### config.mk
export PLATFORM = sky130hd
export DESIGN_NAME = div_issue
export DESIGN_NICKNAME = d
export VERILOG_FILES = /design/src/rtl/div_issue.sv
export SDC_FILE = /design/constraint.sdc
export NUM_CORES = 1
export LEC_CHECK = 0
export BUFFER_PORTS_ARGS = -buffer_cell sky130_fd_sc_hd__buf_2
export CORE_ASPECT_RATIO = 0.6
export CORE_MARGIN = 2
export CORE_UTILIZATION = 25
export CTS_CLUSTER_DIAMETER = 60
export DETAILED_ROUTE_END_ITERATION = 16
export SYNTH_ARGS = -nofsm -noshare
export SYNTH_HDL_FRONTEND = slang
export SYNTH_SLANG_ARGS = --single-unit
### constraint.sdc
create_clock -name clk -period 4.4 [get_ports clk]
set_input_delay 0 -clock clk [delete_from_list [all_inputs] [get_ports clk]]
set_output_delay 0 -clock clk [all_outputs]
set_load 0.02 [all_outputs]
### src/rtl/div_issue.sv
// div_issue: issue/capture stage around a combinational signed divider.
// Resolves divide-by-zero and MIN/-1 on accept; otherwise waits for the divider path to settle.
module div_issue #(
    parameter int WIDTH         = 32,
    parameter int SETTLE_CYCLES = 2,
    parameter int CNT_W         = 4
) (
    input  logic             clk,
    input  logic             rst,
    input  logic             i_valid,
    output logic             o_ready,
    input  logic [WIDTH-1:0] i_first_op,
    input  logic [WIDTH-1:0] i_second_op,
    output logic [WIDTH-1:0] o_div_a,
    output logic [WIDTH-1:0] o_div_b,
    input  logic [WIDTH-1:0] i_div_quot,
    input  logic [WIDTH-1:0] i_div_rem,
    output logic             o_valid,
    input  logic             i_ready,
    output logic [WIDTH-1:0] o_quot,
    output logic [WIDTH-1:0] o_rem,
    output logic             o_div_by_zero,
    output logic             o_overflow
);
    localparam logic [WIDTH-1:0] MIN = {1'b1, {(WIDTH-1){1'b0}}};
    typedef enum logic [1:0] {S_IDLE, S_WAIT, S_HOLD} state_t;
    state_t           state_q, state_d;
    logic [CNT_W-1:0] cnt_q, cnt_d;
    logic [WIDTH-1:0] a_q, a_d, b_q, b_d, quot_q, quot_d, rem_q, rem_d;
    logic             dz_q, dz_d, ov_q, ov_d;
    always_ff @(posedge clk) begin
        if (rst) begin
            state_q <= S_IDLE;
            cnt_q   <= '0;
            a_q     <= '0;
            b_q     <= '0;
            quot_q  <= '0;
            rem_q   <= '0;
            dz_q    <= 1'b0;
            ov_q    <= 1'b0;
        end else begin
            state_q <= state_d;
            cnt_q   <= cnt_d;
            a_q     <= a_d;
            b_q     <= b_d;
            quot_q  <= quot_d;
            rem_q   <= rem_d;
            dz_q    <= dz_d;
            ov_q    <= ov_d;
        end
    end
    always_comb begin
        state_d = state_q;
        cnt_d   = cnt_q;
        a_d     = a_q;
        b_d     = b_q;
        quot_d  = quot_q;
        rem_d   = rem_q;
        dz_d    = dz_q;
        ov_d    = ov_q;
        case (state_q)
            S_IDLE: if (i_valid) begin
                a_d  = i_first_op;
                b_d  = i_second_op;
                dz_d = 1'b0;
                ov_d = 1'b0;
                if (i_second_op == '0) begin
                    quot_d  = '1;
                    rem_d   = i_first_op;
                    dz_d    = 1'b1;
                    state_d = S_HOLD;
                end else if (i_first_op == MIN && i_second_op == '1) begin
                    quot_d  = MIN;
                    rem_d   = '0;
                    ov_d    = 1'b1;
                    state_d = S_HOLD;
                end else begin
                    cnt_d   = CNT_W'(SETTLE_CYCLES - 1);
                    state_d = S_WAIT;
                end
            end
            S_WAIT: if (cnt_q != '0) begin
                cnt_d = cnt_q - 1'b1;
            end else begin
                quot_d  = i_div_quot;
                rem_d   = i_div_rem;
                state_d = S_HOLD;
            end
            S_HOLD: state_d = i_ready ? S_IDLE : S_HOLD;
            default: state_d = S_IDLE;
        endcase
    end
    assign o_ready       = state_q == S_IDLE;
    assign o_valid       = state_q == S_HOLD;
    assign o_div_a       = a_q;
    assign o_div_b       = b_q;
    assign o_quot        = quot_q;
    assign o_rem         = rem_q;
    assign o_div_by_zero = dz_q;
    assign o_overflow    = ov_q;
endmodule

=== Word level (Yosys, flattened, before mapping) ===
Index checks and enable logic that the tools add are counted.

* $add $sub $neg: 1
* Equality and inequality tests: 10
* Multiplexer cells: 24
* Reduce and logical (&&, ||, !) cells: 9

{| class="wikitable"
|+ Operator list
! kind !! number
|-
| $mux W32 || 8
|-
| $pmux W32 S2 || 2
|-
| $eq A32 B32 Y1 const B || 2
|-
| $logic_not A32 Y1 || 1
|-
| $mux W4 || 4
|-
| $mux W2 || 5
|-
| $ne A2 B2 Y1 const B || 5
|-
| $pmux W4 S2 || 1
|-
| $pmux W2 S3 || 1
|-
| $reduce_and A5 Y1 || 1
|-
| $reduce_and A2 Y1 || 2
|-
| $reduce_and A4 Y1 || 1
|-
| $reduce_bool A4 Y1 || 1
|-
| $sub A4 B1 Y4 const B || 1
|-
| $mux W1 || 3
|-
| $ne A3 B1 Y1 const B || 1
|-
| $eq A2 B1 Y1 const B || 1
|-
| $eq A2 B2 Y1 const B || 1
|-
| $logic_not A2 Y1 || 1
|-
| $reduce_bool A2 Y1 || 1
|-
| $logic_and A1 B1 Y1 || 1
|}

* Bits in registers: 136
* Bits of input ports: 132
* Word-level logic and storage cells: 52

=== Logic depth before layout (Yosys ltp) ===
* Depth after elaboration: 6
* Depth in mapped cells: 10
* Depth with buffers taken out: 8

=== Worst setup path after synthesis ===
OpenSTA, ideal clock, no wires.

* Kind: register to register
* Start: register cnt_q[0]
* End: register quot_q[10] (netlist: o_quot[10])
* Setup time: 0.146 ns
* Arrival time: 1.877 ns
* Data required time: 4.254 ns
* Path slack: 2.377 ns
* Stages on the path, launching flop included: 11
* Buffers on the path: 3
* Period minus slack after synthesis: 2.023 ns
* Cell sequence: dfxtp_1 inv_1 ha_1 nor3b_1 mux2i_1 or2_2 a31oi_1 buf_4 buf_6 buf_6 a211oi_2

* Word-level cells in the longest chain between the ends: 3

{| class="wikitable"
|+ Ends and longest elaborated chain
! element !! line !! text
|-
| start, declared || 28 || <nowiki>logic [CNT_W-1:0] cnt_q, cnt_d;</nowiki>
|-
| start signal, assigned || 43 || <nowiki>cnt_q <= cnt_d;</nowiki>
|-
| $reduce_bool A4 Y1 || 82 || <nowiki>S_WAIT: if (cnt_q != '0) begin</nowiki>
|-
| $ne A2 B2 Y1 (no line) || - ||
|-
| $reduce_and A4 Y1 (no line) || - ||
|-
| end signal, assigned || 46 || <nowiki>quot_q <= quot_d;</nowiki>
|-
| end, declared || 29 || <nowiki>logic [WIDTH-1:0] a_q, a_d, b_q, b_d, quot_q, quot_d, rem_q, rem_d;</nowiki>
|}

Every way passes these cells.
A chain may end at the register's enable or synchronous reset.

=== Worst setup path in the final report ===
* Start: input i_second_op[20]
* End: register rem_q[7] (netlist: o_rem[7])

* Word-level cells in the longest chain between the ends: 4
* Elaborated cells between the ends (all ways): 8

{| class="wikitable"
|+ Ends and longest elaborated chain
! element !! line !! text
|-
| start, declared || 13 || <nowiki>input logic [WIDTH-1:0] i_second_op,</nowiki>
|-
| $eq A32 B32 Y1 / $logic_not A32 Y1 (equally long branches) || 72, 67 ||
|-
| $logic_and A1 B1 Y1 / $mux W32 (equally long branches) || 72, 67 ||
|-
| $ne A3 B1 Y1 (no line) / $mux W32 (equally long branches) || - ||
|-
| $reduce_and A4 Y1 (no line) / $pmux W32 S2 (equally long branches) || - ||
|-
| end signal, assigned || 47 || <nowiki>rem_q <= rem_d;</nowiki>
|-
| end, declared || 29 ||
|}

Several ways; a longest one is shown, not always the timed one. The select of a mux whose other input is x is not followed.

==> impl_results.md <==
- Outcome: finished, final reports clean
- CTS Buf Count: 17
- Setup CP Type: in2reg
- Max_cap viols: 0
- Antenna viol nets, final: 0
- Gr ovfl total: 0
- Min-Delay Startpoint: i_div_rem[16]
- Core area: 0.0231 mm^2
- Fraction of registers with async set/reset: 0%
- Final Critical Period: 2.86 ns
- Clock sinks: 136
- P_leak: 3.94 nW
- Max Slew Vio Count: 0
- # IOs: 264
- Initial antenna violation count: 1
- Post-Synth XOR/XNOR Area: 0%
- Adder-Cell Fraction of Synth Area: 0.213%
- WP data arrival: 3.20 ns
- Synth Flop Type: dfxtp_1
- Hold Slack: 0.0260 ns
- Setup TNS Final: 0 ns
- Reg2Reg Capture Point: o_rem[7]
- Critical Path Source Type: input pin
- Fmax: 0.350 GHz
- Final Skew: 0.00824 ns
- Synth top area share: 46.3%
- Slew @ Worst Pin: 0.998 ns
- Largest family of logic cells by synthesized area: compound AO/OA/AOI/OAI gates
- Mapped cell area: 0.00587 mm^2
- Final HPWL DP: 15200 um
- DRC violations left: 0
- Area grow syn2layout: 58.6%
- Synth area leader: dfxtp_1
- Synth Area in Compound Gates: 25.6%
- Post-CTS Setup Bufs: 0
- CTS tree: built
- Post-CTS Resized: 0
- Worst Setup SP: i_second_op[20]
- Final Util: 40.4%
- Synth area leaders: dfxtp_1 46%, a211oi_2 13%, a21oi_1 11%
- Post-synth EDFFs: 0
- IO buf count: 263
- Drt total wl: 22700 um
- Sequential fraction of the synthesis area: 46.3%
- Longest Clk Path Bufs: 2
- Total GRT Usage: 17.8%
- Simple-gate share of the synthesized area: 22.4%
- Number of cell rows: 43
- Die W: 202 um
- Initial DRT Pass Iterations: 5
- DR WL/cell: 16.1 um
- Unique masters post-synth: 33
- Min-Delay Path Depth: 3
- Worst R2R Path Depth: 9
- Fin. Hold Viols: 0
- FF-to-FF setup slack: 1.74 ns
- Worst setup EP type: flip-flop
- Maximum vdd drop: 0.262 mV
- CP Max Fanout: 78
- H-tree depth: 4
- Mean number of vias per cell: 4.70
- Hold-fix buffers, CTS: 128
- Post-synthesis area per instance: 8.15 um^2
- Syn nets: 854
- Slew Limit Headroom: 33.5%
- CP Data Required Time: 4.74 ns
- RSZ-0062 raised after global routing: no
- Setup-failing EPs final: 0
- Proportion of synthesized area in mux cells: 0.170%
- Vias in the first global route: 6408
- Routed vias: 6622
- Synth Instances: 721
- Final Wtd Congestion: 0.892
- Die ar.: 0.0248 mm^2
- Clock latency on the worst-skew pair: 0.43 ns
- Initial cell density of the core: 25.5%
- #FFs+latches synth: 136
- Clock Pin Slew Worst Setup and Hold Paths: 0.06 ns
- Fill cells: 2281
- Nets: 1213
- Root Driver: clkbuf_16
- Largest net degree at the start of global routing: 101
- Hold Path End: o_rem[16]
- R2r startpoint: cnt_q[0]
- Die Y: 123 um
- Layout cells sized above 1: 34.4%
- Syn. warnings: 0
- P per Cell Area: 397 mW/mm^2
- Hold WC Path Type: in2reg
- First-pass GRT wire length: 33900 um
- Drt initial violations: 412
- Crit share post-route: 65.0%
[registers in the layout, indices dropped and copies added (netlist names)]
register,cells
o_quot,32
o_overflow,1
o_rem,32
o_div_by_zero,1
o_div_b,32
state_q,2
o_div_a,32
cnt_q,4
[critical path, cell delays in order]
cell and delay (ns):
dlygate4sd3_1 0.53, buf_2 0.14, nor4_1 0.32, nand2_1 0.12, or4_2 0.66, buf_4 0.31, a31oi_4 0.34, buf_12 0.37
nor2_1 0.11, a211oi_2 0.21
[worst max path at each step]
stage,endpoint,slack (ns),cells past startpoint
floorplan,o_quot[10],2.38,10
global placement,o_rem[17],1.81,9
detailed placement,o_rem[7],1.72,9
CTS,o_rem[7],1.59,10
global route,o_rem[18],1.45,10
finish,o_rem[7],1.54,10
[cell usage after synthesis (all sizes together) (2+ instances only)]
library cell	count
nand2b	2
clkbuf	35
or4bb	2
nand4	7
inv	3
nand2	165
nor4	16
nor3	4
or4	2
nor2	106
o21ai	2
a31oi	3
or4b	2
a21oi	132
dfxtp	136
a211oi	64
nor2b	3
buf	26
[cells by family (layout without fill, tap and decap cells)]
kind of cell	Yosys count	after routing
adders and majority gates	1	1
other	0	1
and+or+nand+nor	315	315
DFF	136	136
muxes	1	1
buffers and inverters	64	436
AOI/OAI and AO/OA	204	204
[per-stage QoR]
step                      area [um^2]  std cells  total power, mW  setup WS [ns]
final                            9310       1409             3.70           1.54
after global routing             9310       1408             3.87           1.45
after CTS                        9310       1408             3.74           1.59
after detailed placement         7430       1248             2.16           1.72
after global placement           7430       1248             2.15           1.81
after floorplan                  5870        721             1.89           2.38
[final cells by class]
| class | count | area, um^2 | area share (%) |
|---|---|---|---|
| Tap cell | 315 | 394 | 4.23 |
| Timing Repair Buffer | 401 | 2700 | 29.0 |
| Clock buffer | 18 | 439 | 4.72 |
| Antenna cell | 1 | 2.50 | 0.0269 |
| Inverter | 3 | 11.3 | 0.121 |
| Sequential cell | 136 | 2720 | 29.2 |
| Clock inverter | 14 | 165 | 1.77 |
| Multi-Input combinational cell | 521 | 2880 | 30.9 |
[power breakdown]
part	leakage [nW]	switching [mW]	internal, mW
logic	2.53	0.507	0.326
registers	1.11	0.0560	1.34
clock network	0.295	0.607	0.866
[metal layers]
metal | global-route usage (%) | vias up | part of all wire, %
met3 | 6.37 | 43 | 9.4
met5 | 0 | - | 0
met1 | 22.2 | 3094 | 44
met4 | 7.49 | 0 | 2.9
li1 | - | 3193 | -
met2 | 28.0 | 292 | 43
[cell usage in the layout, fill, tap and decap left out, types with 3 or more instances in the layout]
master           n
buf_2          262
nand2_1        164
dfxtp_1        136
a21oi_1        132
dlygate4sd3_1  128
nor2_1         105
a211oi_2        63
clkbuf_16       17
nor4_1          16
buf_4            8
nand4_1          7
clkinv_4         5
nor3_1           4
inv_1            3
inv_6            3
Power figures use the tool's default switching activity.
